[config.mk]
export PLATFORM = sky130hd
export DESIGN_NAME = clk_tick_sync
export DESIGN_NICKNAME = d
export VERILOG_FILES = /design/src/rtl/clk_tick_sync.sv
export SDC_FILE = /design/constraint.sdc
export NUM_CORES = 1
export LEC_CHECK = 0
export BUFFER_PORTS_ARGS = -buffer_cell sky130_fd_sc_hd__buf_2
export CAP_MARGIN = 10
export CORE_MARGIN = 5
export CORE_UTILIZATION = 50
export CTS_CLUSTER_DIAMETER = 80
export CTS_CLUSTER_SIZE = 25
export DETAILED_ROUTE_END_ITERATION = 8
export PLACE_DENSITY = 0.73
export SLEW_MARGIN = 15
export SYNTH_ARGS = -nofsm -noshare
export SYNTH_HDL_FRONTEND = slang
export SYNTH_SLANG_ARGS = --single-unit
[constraint.sdc]
create_clock -name clk -period 5.5 [get_ports clk]
set_input_delay 0.275 -clock clk [delete_from_list [all_inputs] [get_ports clk]]
set_output_delay 0.275 -clock clk [all_outputs]
set_load 0.05 [all_outputs]
[src/rtl/clk_tick_sync.sv]
// clk_tick_sync: brings slow ripple-divider taps into the clk domain.
// For each tap it produces a one-cycle rising-edge tick, a saturating stall
// flag and a per-channel cycle counter. The counter of the channel chosen by
// sel is captured as a period measurement on every armed tick of that channel.
module clk_tick_sync #(
  parameter int N           = 5,
  parameter int SYNC_STAGES = 2,
  parameter int CNT_W       = 30,
  parameter int SEL_W       = 3
) (
  input  logic             clk,
  input  logic             rst_n,
  input  logic [N-1:0]     clk_in,
  output logic [N-1:0]     tick,
  output logic [N-1:0]     stall,
  input  logic [SEL_W-1:0] sel,
  output logic [CNT_W-1:0] period,
  output logic             period_vld
);

  localparam logic [CNT_W-1:0] CNT_MAX   = {CNT_W{1'b1}};
  localparam int               PRIME_W   = 3;
  localparam logic [PRIME_W-1:0] PRIME_LEN = PRIME_W'(SYNC_STAGES + 1);

  // Synchronizer chain: stage 0 samples the raw taps.
  logic [N-1:0]       sync_r [SYNC_STAGES];
  logic [N-1:0]       prev_r;
  logic [N-1:0]       armed_r;
  logic [N-1:0]       tick_r;
  logic [N-1:0]       stall_r;
  logic [CNT_W-1:0]   cnt_r  [N];
  logic [PRIME_W-1:0] prime_cnt_r;
  logic [CNT_W-1:0]   period_r;
  logic               period_vld_r;

  logic               priming_s;
  logic [N-1:0]       fire_s;
  logic [N-1:0]       sel_hit_s;
  logic [N-1:0]       stall_nxt_s;
  logic [CNT_W-1:0]   cnt_inc_s [N];
  logic [CNT_W-1:0]   cnt_nxt_s [N];
  logic               cap_s;
  logic [CNT_W-1:0]   cap_val_s;

  // Edge detection, counter next-state, stall and capture selection.
  always_comb begin
    priming_s   = (prime_cnt_r != PRIME_LEN);
    fire_s      = '0;
    sel_hit_s   = '0;
    stall_nxt_s = '0;
    cap_val_s   = '0;
    for (int i = 0; i < N; i++) begin
      cnt_inc_s[i] = (cnt_r[i] == CNT_MAX) ? CNT_MAX : (cnt_r[i] + CNT_W'(1));
      cnt_nxt_s[i] = cnt_r[i];
      // While priming, prev is still catching up with the chain, so an
      // apparent edge there is only a tap that was already high at release.
      fire_s[i]    = sync_r[SYNC_STAGES-1][i] & ~prev_r[i] & ~priming_s;
      if (fire_s[i]) begin
        cnt_nxt_s[i] = '0;
      end else if (priming_s) begin
        cnt_nxt_s[i] = cnt_r[i];
      end else begin
        cnt_nxt_s[i] = cnt_inc_s[i];
      end
      stall_nxt_s[i] = (cnt_nxt_s[i] == CNT_MAX);
      sel_hit_s[i]   = (sel == SEL_W'(i));
      cap_val_s      = cap_val_s | (sel_hit_s[i] ? cnt_inc_s[i] : '0);
    end
    // sel values >= N hit no channel, so nothing is captured for them.
    cap_s = |(fire_s & armed_r & sel_hit_s);
  end

  // Synchronizer flops and the history flop behind the last stage.
  always_ff @(posedge clk or negedge rst_n) begin
    if (!rst_n) begin
      for (int s = 0; s < SYNC_STAGES; s++) begin
        sync_r[s] <= '0;
      end
      prev_r <= '0;
    end else begin
      sync_r[0] <= clk_in;
      for (int s = 1; s < SYNC_STAGES; s++) begin
        sync_r[s] <= sync_r[s-1];
      end
      prev_r <= sync_r[SYNC_STAGES-1];
    end
  end

  // Prime counter: runs SYNC_STAGES+1 cycles after reset release, then holds.
  always_ff @(posedge clk or negedge rst_n) begin
    if (!rst_n) begin
      prime_cnt_r <= '0;
    end else if (priming_s) begin
      prime_cnt_r <= prime_cnt_r + PRIME_W'(1);
    end else begin
      prime_cnt_r <= prime_cnt_r;
    end
  end

  // Per-channel cycle counters, arming, registered tick and stall outputs.
  always_ff @(posedge clk or negedge rst_n) begin
    if (!rst_n) begin
      for (int i = 0; i < N; i++) begin
        cnt_r[i] <= '0;
      end
      armed_r <= '0;
      tick_r  <= '0;
      stall_r <= '0;
    end else begin
      for (int i = 0; i < N; i++) begin
        cnt_r[i] <= cnt_nxt_s[i];
      end
      armed_r <= armed_r | fire_s;
      tick_r  <= fire_s;
      stall_r <= stall_nxt_s;
    end
  end

  // Period capture for the selected channel, coincident with its tick.
  always_ff @(posedge clk or negedge rst_n) begin
    if (!rst_n) begin
      period_r     <= '0;
      period_vld_r <= 1'b0;
    end else if (cap_s) begin
      period_r     <= cap_val_s;
      period_vld_r <= 1'b1;
    end else begin
      period_r     <= period_r;
      period_vld_r <= 1'b0;
    end
  end

  assign tick       = tick_r;
  assign stall      = stall_r;
  assign period     = period_r;
  assign period_vld = period_vld_r;

endmodule

; ---- Word-level counts from Yosys, hierarchy flattened
; Index checks and enable logic that the tools add are counted.
[word_totals]
reg_bits = 214
inputBits = 10
out_inout_bits = 41
word_cells = 81
[classes]
n_addsub = 6
n_eq_ne = 15
muxes = 21
bitwise_logic = 23
reduce_logical = 2
[op_table]
columns = cell, n
row1 = 2-to-1 mux 30 bit, 20
row2 = "equality test 30 bit, second input constant", 10
row3 = "adder 30 x 1 -> 30 bit, second input constant", 5
row4 = bitwise OR 30 bit, 4
row5 = AND 1 bit, 10
row6 = AND 5 bit, 2
row7 = "equality test 3 x 2 -> 1 bit, second input constant", 2
row8 = inverter 1 bit, 6
row9 = bitwise OR 5 bit, 1
row10 = OR reduction 5 bit, 1
row11 = "adder 3 x 1 -> 3 bit, second input constant", 1
row12 = "equality test 3 x 1 -> 1 bit, second input constant", 1
row13 = "equality test 3 bit, second input constant", 1
row14 = logical NOT 3 bit, 1
row15 = "inequality test 3 x 2 -> 1 bit, second input constant", 1
row16 = 2-to-1 mux 1 bit, 1

; ---- Logic depth before layout (Yosys ltp)
[depth]
ltp_word = 7
ltp_mapped = 16
depth_no_buf = 12

; ---- Worst setup path before layout
; No wires, ideal clock.
[synth_path]
path_type = register to register
start = reg cnt_r[0] in the netlist's numbering
end = reg stall_r[4] (netlist: stall[4])
setup_time_ps = 96
arrival_ps = 2852
t_required_ps = 5404
setup_slack_ps = 2552
path_stages_with_launch = 12
path_buffers = 2
synth_period_minus_slack_ps = 2948
cell_sequence = dfrtp_1 -> ha_1 -> and3_1 -> buf_2 -> nand2_2 -> or4_4 -> buf_6 -> nand2_1 -> mux2i_1 -> or4_1 -> or4_1 -> nor4_2
[synth_between]
elab_chain_cells = 5
elab_cells_between_ends = 6
cone_classes = add/sub: 1 / eq/ne: 2 / mux: 3
[synth_lines]
columns = item, line_no
row1 = from (decl), 31  ; logic [CNT_W-1:0] cnt_r [N];
row2 = "from (signal, indexed assignment)", 111  ; cnt_r[i] <= cnt_nxt_s[i];
row3 = adder 30 x 1 -> 30 bit or equality test 30 bit (tied branches), 53  ; cnt_inc_s[i] = (cnt_r[i] == CNT_MAX) ? CNT_MAX : (cnt_r[i] + CNT_W'(1));
row4 = 2-to-1 mux 30 bit, 53
row5 = 2-to-1 mux 30 bit (*), 60  ; end else if (priming_s) begin
row6 = 2-to-1 mux 30 bit (*), 58  ; if (fire_s[i]) begin
row7 = equality test 30 bit (*), 65  ; stall_nxt_s[i] = (cnt_nxt_s[i] == CNT_MAX);
row8 = net stall_nxt_s[4], 39  ; logic [N-1:0] stall_nxt_s;
row9 = to (signal assigned), 115  ; stall_r <= stall_nxt_s;
row10 = to (decl), 30  ; logic [N-1:0] stall_r;
; Mark *: on every way through the listed nets, which the timed path passes. The rest lies on a longest branch.
; A chain may end at the register's enable or synchronous reset.

; ---- Final worst setup path
[layout_path]
start = reg prime_cnt_r[0]
end = reg period_r[19] (netlist: period[19])
[layout_between]
elab_chain_cells = 6
elab_cells_between_ends = 10
cone_classes = eq/ne: 1 / bitwise: 8 / reduce/logical: 1
[layout_lines]
columns = item, line_no
row1 = from (decl), 32  ; logic [PRIME_W-1:0] prime_cnt_r;
row2 = from (signal assigned), 94  ; prime_cnt_r <= prime_cnt_r + PRIME_W'(1);
row3 = from (signal assigned), 96  ; prime_cnt_r <= prime_cnt_r;
row4 = inequality test 3 x 2 -> 1 bit (*), 47  ; priming_s = (prime_cnt_r != PRIME_LEN);
row5 = inverter 1 bit (*), 57  ; fire_s[i] = sync_r[SYNC_STAGES-1][i] & ~prev_r[i] & ~priming_s;
row6 = AND 1 bit, 57
row7 = AND 5 bit (*) (2 in a row), 70  ; cap_s = |(fire_s & armed_r & sel_hit_s);
row8 = OR reduction 5 bit (*), 70
row9 = to (signal assigned), 125  ; period_r <= cap_val_s;
row10 = to (signal assigned), 128  ; period_r <= period_r;
row11 = to (decl), 33  ; logic [CNT_W-1:0] period_r;
; Mark *: on every way between the ends. The rest lies on a longest branch, timed or not.

==> summary.md <==
| Metric | Value |
|---|---|
| Outcome | `finished clean` |
| Max Clk Rate | `approximately 260 MHz` |
| Row count | `slightly above 60` |
| Worst Path Required | `5840 ps` |
| Total negative slack | `0 ps` |
| Pre-CTS setup slack | `~1700 ps` |
| Ranking of synthesized cells by area | `dfrtp_1 38%, a21oi_1 6.0%, nor2_1 4.3%, nand3_1 4.1%, o21ai_0 3.5%` |
| RSZ-0062 raised after global routing | `no` |
| Yosys reg bits | `214` |
| Reg clk slew, reported paths | `about 80 ps` |
| CP Capture Type | `register` |
| Clock sinks | `~210` |
| Crit path launch | `prime_cnt_r[0]` |
| Port Buf Inserts | `50` |
| Leakage power | `roughly 0.0058 uW` |
| Clock Path Buffers | `3` |
| Netlist cell types | `74` |
| Initial antenna violation count | `1` |
| Worst r2r src | `prime_cnt_r[0]` |
| PostCTS Resize Cnt | `0` |
| Mean Syn Cell Area | `8.11 um2` |
| Fin worst setup slack | `1640 ps` |
| Worst slew pin tran | `between 1000 and 1500 ps` |
| Diodes inserted | `0` |
| DR vias | `14.2k` |
| Vias in the first global route | `around 13k` |
| Placed cell count | `a little over 2k` |
| Fin cells | `around 2.1k` |
| Asr flop ratio synth | `100%` |
| Total GRT Usage | `approximately 30%` |
| Top Ports | `51` |
| WP data arrival | `between 4000 and 5000 ps` |
| Final core occ | `between 50 and 60%` |
| Post-synthesis sequential area ratio | `a little under two fifths` |
| Period minus WS final | `just under 4000 ps` |
| Synth top area share | `around 38%` |
| Die width | `178 um` |
| Detailed Route WL | `48000 um` |
| DRT iter0 DRCs | `approximately 2.0k` |
| Layout net count | `roughly 1.7k` |
| Area leader, netlist | `dfrtp_1` |
| Clock latency on the worst-skew pair | `500 ps` |
| Remaining DRCs | `0` |
| Starting Density | `about 50%` |
| Final period utilization | `between 70% and 80%` |
| Layout overhead on the synthesized area | `5.82%` |
| Num CTS Buffers | `15` |
| Post-DP HPWL | `about 35000 um` |
| Final setup fails | `0` |
| Post-synth EDFFs | `0` |
| Slew Limit Fails | `0` |
| Reg2Reg Depth | `9` |
| Core area | `27900 um2` |
| Critical-path top delay cell | `a31o_2` |
| Power Dens Cells | `about 250 nW/um2` |
| First-pass GRT wire length | `about 75000 um` |
| Routed WL per cell | `~23 um` |
| Top FF cell, synth | `dfrtp_1` |
| Crit Path Category | `reg2reg` |
| Drt first pass iters | `8` |
| R2R Setup Slk | `1640 ps` |
| Final ANT Viol Nets | `0` |
| DR vias/cell | `6.80` |
| Gpl congestion | `1.05` |
| Full die area | `approximately 32000 um2` |
| Syn nets | `~1.8k` |
| Final Hold Fails | `0` |
| Worst slew margin | `between 30% and 40%` |
| CP endpoint | `period[19]` |
| Yosys Warn Count | `0` |
| Reg-to-reg endpoint | `period[19]` |
| Most common cell in the netlist | `dfrtp_1` |
| CP Launch Type | `register` |
| Worst-path fanout max | `48` |
| Cell Area, Synth | `between 10000 and 15000 um2` |
| Worst clock skew | `between 20 and 25 ps` |
| Cell count after synthesis | `between 1.5k and 2k` |
| Clock root buffer | `clkbuf_16` |
| Synth cell count leaders | `214 x dfrtp_1, 170 x a21oi_1, 162 x nor2_1` |
| Share of layout cells above drive strength 1 | `slightly above 7%` |
| H-tree Lvls | `1` |
| Most Frequent Cell on Critical Path | `inv_1` |
| Crit-path max cell delay | `about 960 ps` |
| Worst VDD drop | `0.000285 V` |
| Max Cap Violations | `0` |
| Largest net degree at the start of global routing | `slightly above 90` |
| Die Ht | `178 um` |
| Total gr overflow | `0` |
| Critical path cell sequence | `ha_1 -> ha_4 -> inv_1 -> or2_2 -> inv_1 -> a31o_2 -> o21ai_0 -> a211oi_1 -> a21oi_1` |
| TritonCTS clock tree | `yes` |
| HP Class | `reg2reg` |
-- per-stage QoR --
step	total power (uW)	cell area, um2	hold WS, ps
2_1_floorplan	2340	14100	-20.6
3_3_place_gp	2560	14400	332
3_5_place_dp	2570	14400	340
4_1_cts	3730	15000	361
5_1_grt	3860	15000	367
6_report	3720	15000	358
-- metal layers --
| metal | wire [um] | track usage [%] | up-vias |
|---|---|---|---|
| li1 | - | - | 6413 |
| met1 | 20200 | 41.7 | 6854 |
| met2 | 21000 | 44.9 | 768 |
| met3 | 4790 | 6.55 | 123 |
| met4 | 2010 | 10.7 | 2 |
| met5 | 11 | 0 | - |
-- timing repair --
| item | CTS | global route |
|---|---|---|
| hold buffers | 6 | 0 |
| setup buffers | 0 | 0 |
| hold endpoints to repair | 93 | 0 |
| endpoints found under the setup margin | 0 | 0 |
-- flip-flops by register name, summed over array words and instances, names as in the netlist --
name / cells
sync_r: 10
period: 30
period_vld: 1
stall: 5
armed_r: 5
prime_cnt_r: 3
tick: 5
prev_r: 5
cnt_r: 150
-- cells in the final DEF (no fill, tap or decap), drive strengths merged, types with 5 or more instances in the layout --
cell,Yosys,final
o2bb2ai,7,7
and4,45,45
nand2,121,121
a211oi,19,19
a21oi,170,170
o22ai,9,9
nand3,117,117
mux2i,12,12
xnor2,52,52
o211ai,11,11
or2,10,10
nor2b,8,8
clkbuf,94,18
nand2b,12,12
clkinv,2,5
xor2,43,43
ha,7,7
dfrtp,214,214
or4,6,6
buf,46,70
nor3,91,91
nand4,58,58
inv,24,26
o21ai,99,99
a41oi,17,17
dlygate4sd3,0,6
nor2,162,162
nor4,40,40
and2,19,19
a311oi,21,21
a31oi,70,70
and3,76,76
-- how the worst min path moves through the flow --
stage	start	endpoint	slack [ps]	cells after the start
final	sync_r[6]	sync_r[1]	360	0
after global routing	sync_r[6]	sync_r[1]	370	0
after CTS	sync_r[7]	sync_r[2]	360	0
after detailed placement	sync_r[7]	sync_r[2]	340	0
after global placement	rst_n	tick[2]	330	1
after floorplan	rst_n	armed_r[0]	-20	0
-- area by class of cell --
class	instances	area, um2
timing repair buffer	76	470
fill	2660	12900
multi-input combinational	1363	8100
clock buffer	18	397
sequential	214	5360
tap	378	473
inverter	26	97.6
clock inverter	6	62.6
-- power breakdown --
| group | internal, uW | total (uW) | switching [uW] |
|---|---|---|---|
| Clock | 570 | 1160 | 587 |
| Sequential | 1700 | 1840 | 149 |
| Combinational | 189 | 715 | 526 |
-- worst max-delay path: cells and delay by family (launching register included) --
family | cells | cell delay, ps
AOI/OAI and AO/OA | 4 | 1560
adders and majority gates | 2 | 470
and+or+nand+nor | 1 | 470
DFF | 1 | 390
buffers and inverters | 2 | 820
-- kinds of logic after synthesis --
family / synth area share (%)
compound gates: 20.1
xor+xnor: 5.89
fa+ha+maj: 0.620
buf+inv: 4.89
flops: 37.9
mux: 0.930
simple gates: 29.6
(Power assumes the default switching activity.)
